<file path="config.mk">
export PLATFORM = sky130hd
export DESIGN_NAME = int_eret_ctrl
export DESIGN_NICKNAME = d
export VERILOG_FILES = /design/src/rtl/cp0_pkg.sv /design/src/rtl/irq_sync.sv /design/src/rtl/int_eret_ctrl.sv
export SDC_FILE = /design/constraint.sdc
export NUM_CORES = 1
export LEC_CHECK = 0
export CORE_MARGIN = 8
export CORE_UTILIZATION = 30
export CTS_CLUSTER_SIZE = 12
export DETAILED_ROUTE_END_ITERATION = 7
export DONT_BUFFER_PORTS = 1
export MAX_ROUTING_LAYER = met4
export SYNTH_ARGS = -nofsm -noshare
export SYNTH_HDL_FRONTEND = slang
export SYNTH_SLANG_ARGS = --single-unit
</file>
<file path="constraint.sdc">
create_clock -name clk -period 1.7 [get_ports clk]
set_input_delay 0.085 -clock clk [delete_from_list [all_inputs] [get_ports clk]]
set_output_delay 0.085 -clock clk [all_outputs]
set_load 0.01 [all_outputs]
</file>
<file path="src/rtl/cp0_pkg.sv">
// Shared CP0 definitions for the interrupt/ERET sequencer: FSM states, register
// addresses, STATUS/CAUSE field positions and the interrupt priority encoder.
package cp0_pkg;

    typedef enum logic [2:0] {
        IDLE    = 3'd0,
        ARM     = 3'd1,
        TAKE    = 3'd2,
        HANDLER = 3'd3,
        RETURN  = 3'd4
    } ctrlState_t;

    localparam logic [1:0] ADDR_STATUS  = 2'd0;
    localparam logic [1:0] ADDR_CAUSE   = 2'd1;
    localparam logic [1:0] ADDR_EPC     = 2'd2;
    localparam logic [1:0] ADDR_COMPARE = 2'd3;

    localparam int STATUS_IE  = 0;
    localparam int STATUS_EXL = 1;
    localparam int IM_BASE    = 8;
    localparam int CODE_LSB   = 2;
    localparam int CODE_W     = 5;

    // Lowest set bit wins, so line 0 has the highest priority and the timer slot the lowest.
    function automatic logic [CODE_W-1:0] lowestSet(input logic [15:0] vec);
        logic [CODE_W-1:0] idx;
        idx = '0;
        for (int i = 15; i >= 0; i--) begin
            if (vec[i]) idx = i[CODE_W-1:0];
        end
        return idx;
    endfunction

endpackage

</file>
<file path="src/rtl/irq_sync.sv">
// Multi-flop synchroniser bringing the asynchronous irq lines into the clk domain.
module irq_sync #(
    parameter int WIDTH  = 1,
    parameter int STAGES = 2
) (
    input  logic             clk,
    input  logic             reset,
    input  logic [WIDTH-1:0] irqRaw,
    output logic [WIDTH-1:0] irqSynced
);

    logic [STAGES-1:0][WIDTH-1:0] chain;

    always_ff @(posedge clk or posedge reset) begin
        if (reset) chain <= '0;
        else       chain <= {chain[STAGES-2:0], irqRaw};
    end

    assign irqSynced = chain[STAGES-1];

endmodule

</file>
<file path="src/rtl/int_eret_ctrl.sv">
// Interrupt/ERET sequencer: picks a safe ID-stage boundary, redirects to the vector, returns via EPC.
// Optional CP0 COUNT/COMPARE timer interrupt is built when CP0_TIMER_EN is defined.
module int_eret_ctrl
    import cp0_pkg::*;
#(
    parameter int          N_IRQ       = 6,
    parameter logic [31:0] EXC_VECTOR  = 32'h0000_0080,
    parameter int          SYNC_STAGES = 2
) (
    input  logic             clk,
    input  logic             reset,
    input  logic [N_IRQ-1:0] irq,
    input  logic             id_valid,
    input  logic             id_branch,
    input  logic [31:0]      id_pc,
    input  logic             id_eret,
    input  logic             pipe_stall,
    input  logic             cfg_we,
    input  logic [1:0]       cfg_addr,
    input  logic [31:0]      cfg_wdata,
    output logic [31:0]      cfg_rdata,
    output logic             pc_redirect,
    output logic [31:0]      pc_target,
    output logic             int_flush,
    output logic             in_handler
);

    ctrlState_t         state;
    logic [N_IRQ-1:0]   irqSync;
    logic               ie, exl;
    logic [N_IRQ-1:0]   im;
    logic [CODE_W-1:0]  code;
    logic [31:0]        epc;
    logic               timerPend, timerIm;
    logic [31:0]        compareRd;
    logic [N_IRQ:0]     pending;
    logic               req;
    logic [31:0]        statusWord, causeWord;

    irq_sync #(.WIDTH(N_IRQ), .STAGES(SYNC_STAGES)) uSync (
        .clk      (clk),
        .reset    (reset),
        .irqRaw   (irq),
        .irqSynced(irqSync)
    );

`ifdef CP0_TIMER_EN
    logic [31:0] count, compare;

    always_ff @(posedge clk or posedge reset) begin
        if (reset) begin
            count     <= '0;
            compare   <= '0;
            timerPend <= 1'b0;
            timerIm   <= 1'b0;
        end else begin
            count <= count + 32'd1;
            if (cfg_we && cfg_addr == ADDR_STATUS) timerIm <= cfg_wdata[IM_BASE+N_IRQ];
            if (cfg_we && cfg_addr == ADDR_COMPARE) begin
                compare   <= cfg_wdata;
                timerPend <= 1'b0;
            end else if (count == compare) begin
                timerPend <= 1'b1;
            end
        end
    end

    assign compareRd = compare;
`else
    assign timerPend = 1'b0;
    assign timerIm   = 1'b0;
    assign compareRd = '0;
`endif

    assign pending = {timerPend, irqSync} & {timerIm, im};
    assign req     = (|pending) && ie && !exl;

    always_ff @(posedge clk or posedge reset) begin
        if (reset) begin
            state <= IDLE;
            ie    <= 1'b0;
            exl   <= 1'b0;
            im    <= '0;
            code  <= '0;
            epc   <= '0;
        end else begin
            if (cfg_we) begin
                case (cfg_addr)
                    ADDR_STATUS: begin
                        ie  <= cfg_wdata[STATUS_IE];
                        exl <= cfg_wdata[STATUS_EXL];
                        im  <= cfg_wdata[IM_BASE +: N_IRQ];
                    end
                    ADDR_CAUSE: code <= cfg_wdata[CODE_LSB +: CODE_W];
                    ADDR_EPC:   epc  <= cfg_wdata;
                    default: ;
                endcase
            end
            // NOTE: the FSM assignments below come after the CP0 write, so the last
            // non-blocking assignment wins and TAKE/RETURN override IE/EXL/EPC/code.
            case (state)
                IDLE: if (req) state <= ARM;
                ARM: begin
                    if (!req)                                     state <= IDLE;
                    else if (id_valid && !id_branch && !pipe_stall) state <= TAKE;
                end
                TAKE: begin
                    epc   <= id_pc;
                    exl   <= 1'b1;
                    ie    <= 1'b0;
                    code  <= lowestSet(16'(pending));
                    state <= HANDLER;
                end
                HANDLER: if (id_eret && id_valid && !pipe_stall) state <= RETURN;
                RETURN: begin
                    exl   <= 1'b0;
                    ie    <= 1'b1;
                    state <= IDLE;
                end
                default: state <= IDLE;
            endcase
        end
    end

    // NOTE: every always_comb output gets a default first so no path leaves it unassigned (no latch).
    always_comb begin
        statusWord                        = '0;
        statusWord[STATUS_IE]             = ie;
        statusWord[STATUS_EXL]            = exl;
        statusWord[IM_BASE +: N_IRQ]      = im;
        statusWord[IM_BASE + N_IRQ]       = timerIm;
        causeWord                         = '0;
        causeWord[IM_BASE +: N_IRQ + 1]   = {timerPend, irqSync};
        causeWord[CODE_LSB +: CODE_W]     = code;
    end

    always_comb begin
        cfg_rdata = '0;
        case (cfg_addr)
            ADDR_STATUS:  cfg_rdata = statusWord;
            ADDR_CAUSE:   cfg_rdata = causeWord;
            ADDR_EPC:     cfg_rdata = epc;
            ADDR_COMPARE: cfg_rdata = compareRd;
            default:      cfg_rdata = '0;
        endcase
    end

    assign pc_redirect = (state == TAKE) || (state == RETURN);
    assign int_flush   = pc_redirect;
    assign pc_target   = (state == TAKE)   ? EXC_VECTOR :
                         (state == RETURN) ? epc        : 32'h0;
    assign in_handler  = exl;

endmodule
</file>
==> run summary <==
The detail-routed via count per cell is 5.01. The violation count after the first detailed-route iteration came out at 165. The proportion of layout cells with a drive suffix above 1 is 17.0%. The floorplan die width is 118 um.

The distinct cell type count after synthesis is 34. The number of hold-slack violations in the final timing report is 0. For this configuration, the core starts out at a cell density of 30.6%. The site row count is 37. The total global routing overflow is 0. The remaining antenna violation count after routing is 0. In this run, CTS created clock tree buffers numbering 9. The area of the mapped netlist came out at 3130 um^2. The count of max-cap constraint violations is 0. TritonCTS built the clock tree. The share of async-settable or async-resettable flops after synthesis came out at 100%. The number of enable-type register cells in the synthesized netlist is 0. The mux contribution to synthesized area came out at 6.31%.

The synthesized-area fraction occupied by adder cells came out at 0%. The worst stage delay on the critical path came out at 0.39 ns. Hold is met by 0.0674 ns. The transition time at the pin with the least slew margin is 0.574 ns.

The number of clock sinks seen by CTS came out at 60. The worst setup path is captured at an output pin. The share of the synthesized area in the top cell type came out at 47.9%. The maximum achievable frequency came out at 579 MHz. The clock root buffer master is sky130_fd_sc_hd__clkbuf_8. The register area share after synthesis is 47.9%. The final reports fail on setup timing. For this run, the post-layout net count is 515. The worst setup path is of the reg2out kind. In the final routed layout, each cell accounts on average for 19.2 um. The post-route minimum period is 1.73 ns.

The leading register cell type out of synthesis is sky130_fd_sc_hd__dfrtp_1. The synthesized area per cell came out at 8.95 um^2. The combinational family with the most area after synthesis is simple AND/OR/NAND/NOR gates. Summed over all instances, the cell type with the most area after synthesis is sky130_fd_sc_hd__dfrtp_1.

The count of cells in the finished layout, fillers not included, comes to 578. The peak fanout along the critical path came out at 11. The most numerous cell type found on the critical path is sky130_fd_sc_hd__buf_6. Once placement finished, the instance area stood at 3310 um^2.

The kind of cell with the highest combined delay along the critical path is buffers and inverters. In this run the deepest clock path goes through 2 buffers. The area share of xor/xnor cells in the synthesized design came out at 0%.

The largest net degree at the start of global routing is 41. In the synthesized netlist, the number of instances is 350. The first TritonRoute pass finished after 4 iterations. The last weighted congestion value of the routability-driven placer came out at 0.760. The number of top-level pins is 146.

The synthesis-to-finish area growth is 42.5%. The initial antenna violation count was 1. The run finished, with violations left.

Detailed routing inserted a total of 2,894 vias. In the layout the commonest cells are 77 x sky130_fd_sc_hd__nand2_1, 77 x sky130_fd_sc_hd__dlygate4sd3_1, 58 x sky130_fd_sc_hd__dfrtp_1. The number of nets in the synthesized netlist is 429. The signal on the critical path passes through buf_6 > nor3b_4 > buf_6 > buf_6 > and2_1. The total of buffers placed on input and output ports came out at 0. The required time at the worst-slack endpoint is 1.62 ns. The first global-routing pass estimated 15,900 um of wire.

The remaining max-slew budget at the tightest pin came out at 61.7%. The source of the critical timing path is state[0]. The maximum resistive drop on vdd is 0.441 mV. Setup repair after global routing could not meet its margin everywhere. The ratio of final minimum period to clock period is 102%. The vertical die dimension is 118 um. The insertion delay to the later sink of the worst-skew pair is 0.34 ns. Data arrives at the worst endpoint at 1.64 ns. The min-delay analysis places its worst path in the category in2reg. The cell area after layout came out at 4460 um^2. The worst setup path is launched from a register. The worst hold path begins at id_valid.

The launching point of the worst reg2reg path is state[2]. The via count of the first global-routing pass came out at 2,974. The half-perimeter wire length after detailed placement came out at 7190 um. The floorplan core area is 10,200 um^2.

By area the synthesized netlist is led by sky130_fd_sc_hd__dfrtp_1 48%, sky130_fd_sc_hd__and2_1 10%, sky130_fd_sc_hd__nand2_1 9.5%. The H-tree was split into 3 levels. Clock-pin slew was measured on the worst setup and hold paths at 0.07 ns. The number of setup violations in the final report came out at 17. The area enclosed by the die boundary came out at 14,000 um^2. For this design the ratio of total power to cell area is 1320 nW/um^2. The final wirelength is 11,100 um. Synthesis inferred 60 register bits. Clock skew on the completed layout was measured at 0.00794 ns.

The synthesized netlist devotes 12.3% of its cell area to compound gates. The total instance count after detailed placement is 475. The critical-path cell with the highest stage delay is sky130_fd_sc_hd__dfrtp_1. The global-route usage over all layers came out at 14.8%. The leakage power came out at 0.00192 uW. The worst-case setup margin in the final layout is -0.0286 ns. The critical path buffer and inverter count came out at 3. The total count of max-transition violations in the final report came out at 0.

The number of warnings reported in the yosys synthesis log came out at 0. Summing the areas of all and, or, nand and nor instances in the mapped netlist gives 29.1% of the synthesized area. The DRC violation count after routing is 0.
[kinds of logic after synthesis]
| group | after synthesis |
|---|---|
| and+or+nand+nor | 185 |
| AOI/OAI and AO/OA | 60 |
| DFF | 60 |
| buffers and inverters | 26 |
| muxes | 19 |
[flip-flops by register name (all words and copies together), names as in the netlist]
register / cells
in_handler: 1
code: 5
epc: 32
uSync.irqSynced: 6
state: 3
im: 6
uSync.chain: 6
ie: 1
[per-stage QoR]
step / setup slack [ns] / setup TNS (ns) / power (uW) / util (%)
after global placement: 0.198 / 0 / 4250 / 32.3
after CTS: 0.00221 / 0 / 5690 / 41.8
after detailed placement: 0.161 / 0 / 4340 / 32.3
final: -0.0286 / -0.188 / 5870 / 43.6
after floorplan: 0.130 / 0 / 3820 / -
after global routing: -0.102 / -1.95 / 6310 / 43.6
[path summary, 6_finish.rpt]
check | end | slack (ns) | cells past startpoint
worst max register to register | state[2] | 0.05 | 4
max in group asynchronous | im[4] | 0.86 | 3
worst min-delay path | state[0] | 0.07 | 3
worst min register to register | uSync.irqSynced[1] | 0.34 | 0
min in group asynchronous | epc[21] | 0.25 | 2
worst max-delay path | pc_target[27] | -0.03 | 5
[synth_stat cells (2+ instances only)]
cell                       number
sky130_fd_sc_hd__nand3_1        3
sky130_fd_sc_hd__nor2b_1        2
sky130_fd_sc_hd__nand2_1       79
sky130_fd_sc_hd__dfrtp_1       60
sky130_fd_sc_hd__o21ai_0       12
sky130_fd_sc_hd__buf_2          5
sky130_fd_sc_hd__nand4b_1       2
sky130_fd_sc_hd__nand3b_1       5
sky130_fd_sc_hd__buf_4          3
sky130_fd_sc_hd__mux2i_1       13
sky130_fd_sc_hd__a21oi_1        4
sky130_fd_sc_hd__a31oi_1       31
sky130_fd_sc_hd__nor2_1        36
sky130_fd_sc_hd__inv_1          2
sky130_fd_sc_hd__a22o_1         5
sky130_fd_sc_hd__mux2_2         6
sky130_fd_sc_hd__and2_1        50
sky130_fd_sc_hd__a22oi_1        2
sky130_fd_sc_hd__buf_6          3
sky130_fd_sc_hd__clkbuf_1      13
[layer usage]
metal  wire (um)  vias up  track usage [%]  share of wire, %
li1            -     1360                -                 -
met1        4780     1399             16.0                43
met2        5400      113             24.3                49
met3         729       22             5.57               6.6
met4         212        0             6.16               1.9
met5           0        -                -                 0
[timing repair]
action | 4_1_cts | 5_1_grt
setup endpoints to repair | 3 | 24
gates cloned | 0 | 4
pin swaps | 2 | 3
buffers inserted | 1 | 4
endpoints found under the hold margin | 74 | 1
hold buffers | 77 | 1
gates resized for setup | 8 | 39
[cell type report]
type	instances	area (um^2)
Multi-Input combinational cell	264	1580
Timing Repair Buffer	99	1030
Inverter	2	7.51
Sequential cell	60	1500
Clock buffer	9	124
Fill cell	996	5770
Clock inverter	7	43.8
Tap cell	136	170
Antenna cell	1	2.50
[worst register-to-register path, delay by kind of cell (launching register included)]
kind	cells	cell delay, ns
flops	1	0.45
buf+inv	1	0.60
simple gates	2	0.25
compound gates	1	0.24
[power breakdown]
part / total, uW / internal (uW) / switching, uW
clock network: 1100 / 519 / 580
logic: 2380 / 1070 / 1310
registers: 2390 / 1960 / 431
No activity file was read; power rests on OpenSTA's default activity.
